`src/rtl/seq_div.sv`:
```
// Purpose: N-bit unsigned restoring divider, one quotient bit per clock, MSB first.
// Latency: done rises N edges after the start edge (1 edge when the divisor is zero).
// Backpressure: none; starts arriving while busy are dropped, the caller watches busy/done.
//
// Ports:
//   clk   - rising-edge clock
//   rst_n - asynchronous active-low reset
//   en    - start request, a 0->1 transition starts one division
//   a, b  - dividend / divisor, captured on the start edge only
//   q, r  - registered quotient / remainder
//   busy  - division in progress
//   done  - q/r hold a completed result
//   dbz   - completed result came from a zero divisor (q = all ones, r = a)
module seq_div #(
    parameter int N = 4
) (
    input  logic         clk,
    input  logic         rst_n,
    input  logic         en,
    input  logic [N-1:0] a,
    input  logic [N-1:0] b,
    output logic [N-1:0] q,
    output logic [N-1:0] r,
    output logic         busy,
    output logic         done,
    output logic         dbz
);

    localparam int CW = $clog2(N);
    localparam logic [CW-1:0] LAST = CW'(N - 1);

    typedef enum logic [1:0] {
        IDLE,
        RUN,
        DONE
    } state_t;

    state_t        state;
    logic          en_q;
    logic [N-1:0]  dvd;     // dividend, shifted out MSB first; quotient bits shift in at the LSB
    logic [N-1:0]  dvs;     // captured divisor
    logic [N:0]    rem;     // partial remainder, one spare bit so the shifted value never wraps
    logic [CW-1:0] cnt;

    logic          start;
    logic [N:0]    rem_sh;
    logic [N:0]    rem_nx;
    logic          qbit;
    logic [N-1:0]  quo_nx;

    always_comb begin
        start  = en & ~en_q;
        rem_sh = (rem << 1) | {{N{1'b0}}, dvd[N-1]};
        qbit   = (rem_sh >= {1'b0, dvs});
        rem_nx = qbit ? (rem_sh - {1'b0, dvs}) : rem_sh;
        quo_nx = {dvd[N-2:0], qbit};
    end

    always_ff @(posedge clk or negedge rst_n) begin
        if (!rst_n) begin
            state <= IDLE;
            en_q  <= 1'b0;
            dvd   <= '0;
            dvs   <= '0;
            rem   <= '0;
            cnt   <= '0;
            q     <= '0;
            r     <= '0;
            busy  <= 1'b0;
            done  <= 1'b0;
            dbz   <= 1'b0;
        end else begin
            en_q <= en;
            case (state)
                IDLE, DONE: begin
                    if (start) begin
                        dvd   <= a;
                        dvs   <= b;
                        rem   <= '0;
                        cnt   <= '0;
                        done  <= 1'b0;
                        dbz   <= 1'b0;
                        // A zero divisor spends one quiet cycle in RUN and never raises busy.
                        busy  <= (b != '0);
                        state <= RUN;
                    end
                end
                RUN: begin
                    if (dvs == '0) begin
                        q     <= '1;
                        r     <= dvd;
                        dbz   <= 1'b1;
                        done  <= 1'b1;
                        busy  <= 1'b0;
                        state <= DONE;
                    end else begin
                        rem <= rem_nx;
                        dvd <= quo_nx;
                        cnt <= cnt + 1'b1;
                        if (cnt == LAST) begin
                            q     <= quo_nx;
                            r     <= rem_nx[N-1:0];
                            done  <= 1'b1;
                            busy  <= 1'b0;
                            state <= DONE;
                        end
                    end
                end
                default: state <= IDLE;
            endcase
        end
    end

endmodule

```
`config.mk`:
```
export PLATFORM = sky130hd
export DESIGN_NAME = seq_div
export DESIGN_NICKNAME = d
export VERILOG_FILES = /design/src/rtl/seq_div.sv
export SDC_FILE = /design/constraint.sdc
export NUM_CORES = 1
export LEC_CHECK = 0
export BUFFER_PORTS_ARGS = -buffer_cell sky130_fd_sc_hd__buf_2
export CORE_UTILIZATION = 55
export DETAILED_ROUTE_END_ITERATION = 12
export PLACE_DENSITY = 0.78
export SLEW_MARGIN = 5
export SYNTH_ARGS = -nofsm -noshare
export SYNTH_HDL_FRONTEND = slang
export SYNTH_SLANG_ARGS = --single-unit
export TNS_END_PERCENT = 50
```
`constraint.sdc`:
```
create_clock -name clk -period 2.1 [get_ports clk]
set_input_delay 0.42 -clock clk [delete_from_list [all_inputs] [get_ports clk]]
set_output_delay 0.42 -clock clk [all_outputs]
set_load 0.02 [all_outputs]
```
# == After elaboration in Yosys (flattened, before gate mapping) ==
# Cells that the tools add are included.
# totals
latchBits,0
ram_bits,0
output_inout_bits,11
mem_bits_ro,0
elab_cells,64
memories,0
inputBits,11
register_bits,28
# classes
add_sub_neg,2
reduce_logical,12
n_mul,0
n_shift,0
div,0
n_eq_ne,7
mux,28
order_cmp,1
n_bitwise,3
# ops
cell,count
two-way mux 4 bit,9
one-hot mux 4 bit (2 select lines),2
two-way mux 2 bit,5
AND reduction 3 bit,3
one-hot mux 2 bit (2 select lines),2
two-way mux 1 bit,7
"inequality test 2 bit, second input constant",3
one-hot mux 1 bit (2 select lines),3
AND reduction 2 bit,3
greater-or-equal comparator 5 x 4 -> 1 bit,1
OR 5 x 1 -> 5 bit,1
"== test 2 bit, second input constant",2
logical NOT 4 bit,1
nonzero test 2 bit,2
nonzero test 4 bit,1
subtractor 4 bit,1
"inequality test 3 bit, second input constant",1
"adder 2 x 1 -> 2 bit, second input constant",1
"== test 2 x 1 -> 1 bit, second input constant",1
logical NOT 2 bit,1
OR reduction 2 bit,1
AND 1 bit,1
NOT 1 bit,1

# == Longest topological paths before layout ==
# Gate-level depths: netlist of run 1.
# depth
word_depth,5
ltp_mapped,7
ltp_nobuf,7

# == Least setup slack after synthesis of run 1 ==
# No wires, ideal clock.
# synth_timing
path_kind,register to register
from,reg dvd[3]
to,reg r[0]
setup_time_ns,0.073
t_required_ns,2.027
slack_ns,0.348
stages_incl_launch_ff,8
arrival_ns,1.679
period_less_slack_ns,1.752
path_buffers,0
path_cell_list,dfrtp_1 inv_1 ha_1 nand2b_4 a211oi_4 o21ai_2 mux2_4 a21oi_2
# synth_via
elab_chain_len,5
word_cells_on_any_way,6
cone_classes,1 x add/sub; 1 x order compare; 3 x mux; 1 x bitwise
# synth_rtl
item,line_no,text
start: declaration,40,logic [N-1:0] dvd;
start signal: assignment,98,dvd <= quo_nx;
OR 5 x 1 -> 5 bit (*),53,"rem_sh = (rem << 1) | {{N{1'b0}}, dvd[N-1]};"
subtractor 4 bit / greater-or-equal comparator 5 x 4 -> 1 bit (equally long branches),"55, 54",
two-way mux 4 bit (*),55,"rem_nx = qbit ? (rem_sh - {1'b0, dvs}) : rem_sh;"
two-way mux 4 bit (*),100,if (cnt == LAST) begin
two-way mux 4 bit (*),89,if (dvs == '0) begin
end signal: assignment,91,r <= dvd;
end signal: assignment,102,r <= rem_nx[N-1:0];
end: declaration,23,"output logic [N-1:0] r,"
# Mark *: on every way between the ends. The rest lies on a longest branch, timed or not. The select of a mux whose other input is x is not followed.
# A chain may end at the register's enable or synchronous reset.

# == Worst setup path in the final report of run 1 ==
# Same ends and word-level chain as after synthesis.

==> impl_results.md, run 1 <==
- # resized after CTS: 0
- Flop pwr share: 33.6%
- Worst Setup SP: dvd[3]
- Gate power share: 54.4%
- Unique masters post-synth: 39
- Net switching power: 1270 µW
- # clock sinks: 28
- Synth warnings: 0
- Syn-to-layout area delta: 15.1%
- Worst-path clk slew: around 0.15 ns
- Sw Ratio: 43.1%
- Top FF cell, synth: dfrtp_1
- Static leakage: 0.000747 µW
- FF/Latch Area: approximately 700 µm²
- First-pass GRT wire length: 4.73 mm
- Nets: roughly 170
- Largest net degree at the start of global routing: 29
- GR Util met1: 31.3%
- Internal Power: between 1500 and 2000 µW
- EDFF count, synth: 0
- RSZ-0062 raised after global routing: no
- GRT busiest layer: met2
- Hold Crit Class: in2async
- Number of antenna violations at the first check in global routing: 0
- Sequential element share of the synthesized area: 50.5%
- Clk_lat worst skew: 0.33 ns
- Fin Clk Skew: 0.00155 ns
- Final cell count without fillers: between 150 and 200
- Power density over the cells: about 1800 mW/mm²
- Final min period: 1.91 ns
- Tot GR Track Use: 25.1%
- Most common cell after layout, fill and taps aside: dfrtp_1
- Final Hold Violating Endpoints: 0
- Most frequent cells in the layout: dfrtp_1, buf_2, nand2_1
- Synth Cell Area: about 0.0014 mm²
- Worst Path Required: 2.38 ns
- Die ar.: 0.00273 mm²
- DIE WIDTH: 52.2 µm
- Bufs on Longest Clock Path: 2
- Starting Density: 60.4%
- Die Y: 52.2 µm
- Status: finished, final reports clean
- Share of cells above drive strength 1: around a quarter
- Fin crit share: 91.0%
- Post-synth ARST share: between 90% and 100%
- Critical Setup Path Class: reg2reg
- Yosys reg bits: 28
- Worst-Margin Slew: 0.606 ns
- Syn nets: 146
- Met2 Usage GRT: 41.2%
- N_diodes: 0
- Remaining DRCs: 0
- Initial DRC count: 36
- HPWL Detailed: 2.17 mm
- Critical-path maximum fanout: 5
- Clock power share: about an eighth
- Final Slew Violations: 0
- Hold buffers post-CTS: 0
- Gp weighted congestion: 0.822
- Io pins: 22
- Avg Cell Area, Syn: 10.8 µm²
- Routed wire length: 2.85 mm
- Post-DR vias/cell: 5.93
- Post-DRT Antenna Nets: 0
- Max IR drop VDD: 1020 µV
- Setup crit end kind: flop
- Arrival time at the worst endpoint: 2.19 ns
- Worst setup SP type: flop
- Core Area: 0.00230 mm²
- FF-to-FF Start: dvd[3]
- GR Util met3: about 4.3%
- CTS tree: done
- Average wire per standard cell: about 16 µm
- FMAX: roughly 520 MHz
- Routed vias: 1085
- # placed instances: 179
- CTS buffer count: 3
- Row count: 17
- IO buf count: 21
- Syn Inst Count: 129
- Final setup TNS: 0 ns
- Clk root buf: clkbuf_4
- Maxcap violations: 0
- H-tree levels: 1
- Vias in the first global route: 1032
- Final setup viols: 0
- Max-slew headroom: 59.6%
- TritonRoute pass-1 iters: 4
- Footprint of the multi-input gates: 639 µm²
- Remaining global-route overflow: 0
- Postcts setup bufs: 0
- # fillers: 171
==> state kept, by name, summed over array words and instances, names as in the netlist <==
| name | count |
|---|---|
| en_q | 1 |
| dbz | 1 |
| rem | 4 |
| dvs | 4 |
| done | 1 |
| busy | 1 |
| dvd | 4 |
| state | 2 |
| r | 4 |
| cnt | 2 |
| q | 4 |
==> Yosys cell counts, drive strengths merged, types with 3 or more instances <==
cell,number,share of area [%]
nand3,5,1.8
o21ai,10,4.1
ha,5,4.5
o22a,3,1.9
dfrtp,28,50
buf,3,1.3
inv,7,1.9
nand2,15,4.1
nor2,7,2.1
a31oi,4,1.8
a21oi,6,2.4
o22ai,6,2.7
mux2,5,4.3
nand2b,5,2.8
==> cell type report <==
cell class | instances | area share, %
Sequential cell | 28 | 43.9
Multi-Input combinational cell | 90 | 40.0
Timing Repair Buffer | 26 | 8.93
Tap cell | 28 | 2.19
Clock inverter | 1 | 1.88
Inverter | 7 | 1.65
Clock buffer | 3 | 1.41
==> path summary, 6_finish.rpt <==
check | slack, ns | endpoint | cells past startpoint
worst max-delay path | 0.19 | r[0] | 7
worst min-delay path | 0.07 | r[0] | 1
worst max register to register | 0.19 | r[0] | 7
worst min register to register | 0.49 | dbz | 2
max in group asynchronous | 1.64 | r[1] | 1
min in group clk | 0.20 | en_q | 1
==> power groups by stage <==
stage	Sequential, µW	Clock (µW)	Combinational (µW)
floorplan	1070	0	1100
global placement	981	0	1530
detailed placement	997	0	1590
CTS	983	361	1600
global route	1020	378	1760
finish	985	353	1600
==> kinds of logic after synthesis <==
logic type | Yosys count | synth area share [%]
compound gates | 36 | 18.0
xor+xnor | 2 | 1.26
fa+ha+maj | 6 | 5.95
buf+inv | 11 | 3.43
flops | 28 | 50.5
mux | 7 | 5.77
simple gates | 39 | 15.1
==> worst max-delay path: stages, from the launching register on <==
cell      delay, ns
dfrtp_1        0.42
inv_1          0.07
ha_1           0.31
nand2b_4       0.16
a211oi_4       0.29
o21ai_2        0.16
mux2_4         0.34
a21oi_2        0.11
==> metal layers <==
metal	vias to the layer above	part of all wire [%]
li1	515	-
met1	530	43
met2	36	49
met3	4	5.2
met4	0	2.1
met5	-	0
==> metrics by stage <==
step                power, µW  utilization [%]  instance area [µm²]  hold slack, ns  setup slack [ns]
CTS                      2940             69.5                 1600          0.0877             0.189
floorplan                2160                -                 1390           0.124             0.348
global placement         2510             67.2                 1540           0.457             0.292
finish                   2930             69.5                 1600          0.0689             0.190
detailed placement       2580             67.2                 1540           0.459             0.208
global route             3160             69.5                 1600           0.108             0.101
(Power assumes the default switching activity.)
==> run 2: changes to the inputs <==
- CORE_UTILIZATION: 55 -> 59
- PLACE_DENSITY: 0.78 -> 0.83
- clock period: 2.1 -> 2.2 ns (I/O delays scaled with it)
==> impl_results.md, run 2 (synthesis gave the netlist of run 1 again) <==
- Syn-to-layout area delta: 14.5% (was 15.1%)
- N_diodes: 0 (unchanged)
- Largest net degree at the start of global routing: 29 (unchanged)
- Critical path endpoint: rem[0] (was r[0])
- # clock sinks: 28 (unchanged)
- Clk root buf: clkbuf_4 (unchanged)
- Total power: 2800 µW (was 2930 µW)
- Status: finished, final reports clean (unchanged)
- Power density over the cells: 1760 mW/mm² (was 1840 mW/mm²)
- Post-DR vias/cell: 5.82 (was 5.93)
- Average wire per standard cell: 15.4 µm (was 15.5 µm)
- Static leakage: 0.000742 µW (was 0.000747 µW)
- Row count: 17 (unchanged)
- R2R cell count: 7 (unchanged)
- H-tree levels: 1 (unchanged)
- Dpl cell area: 0.00154 mm² (about the same)
- Max-slew headroom: 60.1% (was 59.6%)
- FF-to-FF Start: dvd[3] (unchanged)
- Final min period: 1.94 ns (was 1.91 ns)
- Worst hold slack: 0.0852 ns (was 0.0689 ns)
- Final setup viols: 0 (unchanged)
- Core Area: 0.00221 mm² (was 0.00230 mm²)
- Final Slew Violations: 0 (unchanged)
- RSZ-0062 raised after global routing: no (unchanged)
- Worst setup SP type: flop (unchanged)
- # resized after CTS: 0 (unchanged)
- Bufs on Longest Clock Path: 2 (unchanged)
- Die Y: 50.5 µm (was 52.2 µm)
- Hold Crit Class: in2async (unchanged)
- Fin crit share: 88.3% (was 91.0%)
- Io pins: 22 (unchanged)
- Fin area: 0.00159 mm² (was 0.00160 mm²)
- Worst Setup SP: dvd[3] (unchanged)
- Most common cell after layout, fill and taps aside: dfrtp_1 (unchanged)
- Starting Density: 62.7% (was 60.4%)
- Die ar.: 0.00255 mm² (was 0.00273 mm²)
- Post-DRT Antenna Nets: 0 (unchanged)
- Vias in the first global route: 1016 (was 1032)
- Reg2reg end: rem[0] (was r[0])
- CTS buffer count: 3 (unchanged)
- Worst-Margin Slew: 0.599 ns (was 0.606 ns)
- Number of antenna violations at the first check in global routing: 0 (unchanged)
- Initial DRC count: 32 (was 36)
- Hold buffers post-CTS: 0 (unchanged)
- Share of cells above drive strength 1: 24.7% (was 25.2%)
- First-pass GRT wire length: 4.64 mm (was 4.73 mm)
- Worst-path clk slew: 0.16 ns (was 0.15 ns)
- Routed vias: 1060 (was 1085)
- Maxcap violations: 0 (unchanged)
- Routed wire length: 2.80 mm (was 2.85 mm)
- Critical Setup Path Class: reg2reg (unchanged)
- Fin Clk Skew: 0.0117 ns (was 0.00155 ns)
- Nets: 172 (was 173)
- Fin util: 71.8% (was 69.5%)
- Final setup TNS: 0 ns (unchanged)
- Tot GR Track Use: 25.1% (about the same)
- FMAX: 515 MHz (was 523 MHz)
- Postcts setup bufs: 0 (unchanged)
- Arrival time at the worst endpoint: 2.21 ns (was 2.19 ns)
- Most frequent cells in the layout: dfrtp_1, buf_2, nand2_1 (unchanged)
- Remaining global-route overflow: 0 (unchanged)
- Gp weighted congestion: 0.809 (was 0.822)
- Max IR drop VDD: 1030 µV (was 1020 µV)
- Remaining DRCs: 0 (unchanged)
- Worst Path Required: 2.46 ns (was 2.38 ns)
- Worst reg2reg setup slack: 0.26 ns (was 0.19 ns)
- IO buf count: 21 (unchanged)
- HPWL Detailed: 2.15 mm (was 2.17 mm)
- Clk_lat worst skew: 0.33 ns (about the same)
- CTS tree: done (unchanged)
- Critical-path maximum fanout: 5 (unchanged)
- Setup crit end kind: flop (unchanged)
- DIE WIDTH: 50.5 µm (was 52.2 µm)
- TritonRoute pass-1 iters: 5 (was 4)
- Final Hold Violating Endpoints: 0 (unchanged)
==> run 2: changes by cell type in the layout (fill, tap and decap cells not counted), sizes merged <==
cell  delta
buf      -1
==> run 2: worst min path at each step <==
stage	from	to	slack, ns	depth (start not counted)
finish	rst_n	q[1]	0.09	1
global route	rst_n	q[1]	0.12	1
CTS	rst_n	q[1]	0.11	1
detailed placement	dbz	dbz	0.47	2
global placement	done	done	0.46	1
floorplan	rst_n	busy	0.14	0
==> run 2: cell type report <==
| class | count | area [µm²] |
|---|---|---|
| multi-input cells | 90 | 639 |
| repair buffers | 25 | 135 |
| clock inverters | 1 | 30.0 |
| fillers | 169 | 623 |
| well taps | 28 | 35.0 |
| flip-flops and latches | 28 | 701 |
| clock buffers | 3 | 22.5 |
| inverters | 7 | 26.3 |
==> run 2: metal layers <==
metal / track usage [%] / part of all wire, % / vias up
li1: - / - / 506
met5: 0 / 0 / -
met2: 43.1 / 50 / 24
met4: 11.1 / 1.4 / 0
met1: 31.9 / 46 / 526
met3: 2.73 / 2.6 / 4
==> run 2: report_power, final <==
part	switching [µW]	internal, µW	total (µW)
registers	190	748	939
logic	872	654	1530
clock network	155	184	339
total	1220	1590	2800
==> run 2: critical path, stage by stage, from the launching register on <==
cell,delay (ns)
dfrtp_1,0.41
inv_1,0.08
ha_1,0.31
nand2b_4,0.16
a211oi_4,0.30
o21ai_2,0.17
mux2_4,0.34
o21ai_2,0.12
==> run 2: metrics by stage <==
step                cells  setup WS (ns)
global placement      178          0.391
finish                182          0.257
global route          182          0.183
CTS                   182          0.256
floorplan             129          0.448
detailed placement    178          0.304
==> run 3: changes to the inputs <==
- ABC_AREA: default -> 1
- PLACE_DENSITY: 0.83 -> 0.82
==> impl_results.md, run 3 <==
- Sw Ratio: 47.2% (was 43.4%)
- Synth Area in Adders: 5.72% (was 5.95%)
- Synth warnings: 0 (unchanged)
- Remaining DRCs: 0 (unchanged)
- H-tree levels: 1 (unchanged)
- Clk_lat worst skew: 0.34 ns (was 0.33 ns)
- Placement Setup Slack: 0.511 ns (was 0.304 ns)
- Worst setup SP type: flop (unchanged)
- Worst-Margin Slew: 0.625 ns (was 0.599 ns)
- DIE WIDTH: 51.5 µm (was 50.5 µm)
- Hold Crit Class: in2async (unchanged)
- Largest family of logic cells by synthesized area: simple AND/OR/NAND/NOR gates (was compound AO/OA/AOI/OAI gates)
- Row count: 17 (unchanged)
- Max-slew headroom: 58.3% (was 60.1%)
- Remaining global-route overflow: 0 (unchanged)
- Synth top cells by count: nand2_1, dfrtp_1, inv_1 (was dfrtp_1, nand2_1, inv_1)
- Total power: 2710 µW (was 2800 µW)
- Post-Synth Simple-Gate Area: 26.1% (was 15.1%)
- Bufs on Longest Clock Path: 2 (unchanged)
- Syn Inst Count: 168 (was 129)
- Share of cells above drive strength 1: 22.4% (was 24.7%)
- Fin crit share: 78.8% (was 88.3%)
- Synth top area cells: dfrtp_1, nand2_1, ha_1, nand3_1, inv_1 (was dfrtp_1, ha_1, nand2_1, mux2_1, o22ai_1)
- IO buf count: 21 (unchanged)
- Most common cell after layout, fill and taps aside: nand2_1 (was dfrtp_1)
- Final setup TNS: 0 ns (unchanged)
- Largest net degree at the start of global routing: 29 (unchanged)
- Routed vias: 1183 (was 1060)
- Final min period: 1.73 ns (was 1.94 ns)
- Synth top area share: 48.5% (was 50.5%)
- Final setup viols: 0 (unchanged)
- Syn-to-layout area delta: 12.3% (was 14.5%)
- CTS buffer count: 3 (unchanged)
- Post-synthesis compound-gate area fraction: 12.0% (was 18.0%)
- First-pass GRT wire length: 5.07 mm (was 4.64 mm)
- Gp weighted congestion: 0.877 (was 0.809)
- Unique masters post-synth: 23 (was 39)
- R2R cell count: 10 (was 7)
- Worst-path clk slew: 0.15 ns (was 0.16 ns)
- # resized after CTS: 0 (unchanged)
- Final Hold Violating Endpoints: 0 (unchanged)
- Setup crit end kind: flop (unchanged)
- Internal Power: 1430 µW (was 1590 µW)
- Top FF cell, synth: dfrtp_1 (unchanged)
- Clock power share: 12.6% (was 12.1%)
- # clock sinks: 28 (unchanged)
- Starting Density: 64.0% (was 62.7%)
- Arrival time at the worst endpoint: 1.98 ns (was 2.21 ns)
- Core Area: 0.00225 mm² (was 0.00221 mm²)
- CTS tree: done (unchanged)
- Routed wire length: 3.07 mm (was 2.80 mm)
- Sequential element share of the synthesized area: 48.5% (was 50.5%)
- HPWL Detailed: 2.27 mm (was 2.15 mm)
- Net switching power: 1280 µW (was 1220 µW)
- Fin util: 71.9% (was 71.8%)
- Vias in the first global route: 1177 (was 1016)
- Io pins: 22 (unchanged)
- FF-to-FF Start: dvs[2] (was dvd[3])
- Average wire per standard cell: 14.0 µm (was 15.4 µm)
- Hold buffers post-CTS: 0 (unchanged)
- Most frequent cells in the layout: nand2_1, dfrtp_1, buf_2 (was dfrtp_1, buf_2, nand2_1)
- Number of antenna violations at the first check in global routing: 0 (unchanged)
- Status: finished, final reports clean (unchanged)
- Post-synthesis mux area share: 0% (was 5.77%)
- Flop pwr share: 31.9% (was 33.5%)
- Static leakage: 0.000884 µW (was 0.000742 µW)
- Post-synthesis xor/xnor area fraction: 0.607% (was 1.26%)
- Final Slew Violations: 0 (unchanged)
- Setup ws final: 0.467 ns (was 0.257 ns)
- Syn nets: 185 (was 146)
- Tot GR Track Use: 26.5% (was 25.1%)
- Avg Cell Area, Syn: 8.59 µm² (was 10.8 µm²)
- Synth Cell Area: 0.00144 mm² (was 0.00139 mm²)
- Post-synth top area cell: dfrtp_1 (unchanged)
- Yosys reg bits: 28 (unchanged)
- Die Y: 51.5 µm (was 50.5 µm)
- Initial DRC count: 30 (was 32)
- Clk root buf: clkbuf_4 (unchanged)
- Post-DRT Antenna Nets: 0 (unchanged)
- Final cell count without fillers: 220 (was 182)
- # placed instances: 216 (was 178)
- FMAX: 577 MHz (was 515 MHz)
- Fin Clk Skew: 0.00502 ns (was 0.0117 ns)
- Worst reg2reg setup slack: 0.47 ns (was 0.26 ns)
- Post-DR vias/cell: 5.38 (was 5.82)
- RSZ-0062 raised after global routing: no (unchanged)
- N_diodes: 0 (unchanged)
- EDFF count, synth: 0 (unchanged)
- Nets: 210 (was 172)
- Power density over the cells: 1670 mW/mm² (was 1760 mW/mm²)
- Gate power share: 55.5% (was 54.4%)
- Worst Path Required: 2.45 ns (was 2.46 ns)
- Critical Setup Path Class: reg2reg (unchanged)
- Post-synth ARST share: 100% (unchanged)
- Count leader, synth: nand2_1 (was dfrtp_1)
- Max IR drop VDD: 1010 µV (was 1030 µV)
- Die ar.: 0.00265 mm² (was 0.00255 mm²)
- Maxcap violations: 0 (unchanged)
- Critical-path maximum fanout: 6 (was 5)
- Reg2reg end: r[2] (was rem[0])
- Postcts setup bufs: 0 (unchanged)
- TritonRoute pass-1 iters: 4 (was 5)
-- run 3: cell types whose count changed after synthesis, moves of 4 or more --
cell / delta
nand2b_1: -4
nand2_2: +4
nand2_1: +47
nand3_1: +7
o22ai_1: -4
o21ai_0: +8
o211ai_1: +5
o21ai_1: -6
a31oi_1: -4
mux2_1: -4
a21oi_1: -4
inv_1: +9
-- run 3: critical path: stages, from the launching register on --
cell,delay (ns)
dfrtp_1,0.39
inv_1,0.12
ha_1,0.31
a21oi_2,0.20
nand2_1,0.09
nand2_2,0.10
nand2_2,0.10
nand2_1,0.10
nand3_1,0.09
nand2_1,0.09
nand2_1,0.05
-- run 3: area by class of cell --
| type | instances | area (µm²) |
|---|---|---|
| flip-flops and latches | 28 | 701 |
| multi-input cells | 118 | 641 |
| fillers | 174 | 633 |
| repair buffers | 22 | 113 |
| inverters | 20 | 80.1 |
| well taps | 28 | 35.0 |
| clock inverters | 1 | 30.0 |
| clock buffers | 3 | 22.5 |
-- run 3: how the worst max path moves through the flow --
stage | depth (start not counted) | from | slack, ns | end
5_1_grt | 10 | dvs[2] | 0.35 | r[2]
2_1_floorplan | 9 | dvd[3] | 0.69 | r[2]
3_5_place_dp | 10 | dvs[2] | 0.51 | r[2]
4_1_cts | 9 | dvd[3] | 0.49 | r[2]
3_3_place_gp | 9 | dvd[3] | 0.54 | r[2]
6_report | 10 | dvs[2] | 0.47 | r[2]
-- run 3: logic make-up (layout without fill, tap and decap cells) --
logic type                 count (synthesis)  count (layout)
xor gates and xnor gates                   1               1
adders and majority gates                  6               6
DFF                                       28              28
and+or+nand+nor                           86              86
AOI/OAI and AO/OA                         25              25
buffers and inverters                     22              46
-- run 3: power by group through the flow --
stage | Combinational [µW] | Clock, µW | Sequential, µW
final | 1510 | 342 | 864
after global routing | 1700 | 361 | 884
after CTS | 1500 | 348 | 862
after detailed placement | 1490 | 0 | 873
after global placement | 1430 | 0 | 863
after floorplan | 1050 | 0 | 962
-- run 3: metal layers --
metal,vias up,part of all wire (%),wire (µm),track usage [%]
met5,-,0,0,0
met4,0,1.9,57,12.6
met3,5,3.3,102,2.68
met2,26,49,1520,46.1
met1,563,45,1400,32.7
li1,589,-,-,-
-- run 3: metrics by stage --
stage / hold slack [ns] / area (µm²)
finish: 0.0895 / 1620
CTS: 0.102 / 1620
floorplan: 0.144 / 1440
global placement: 0.459 / 1570
global route: 0.139 / 1620
detailed placement: 0.469 / 1570
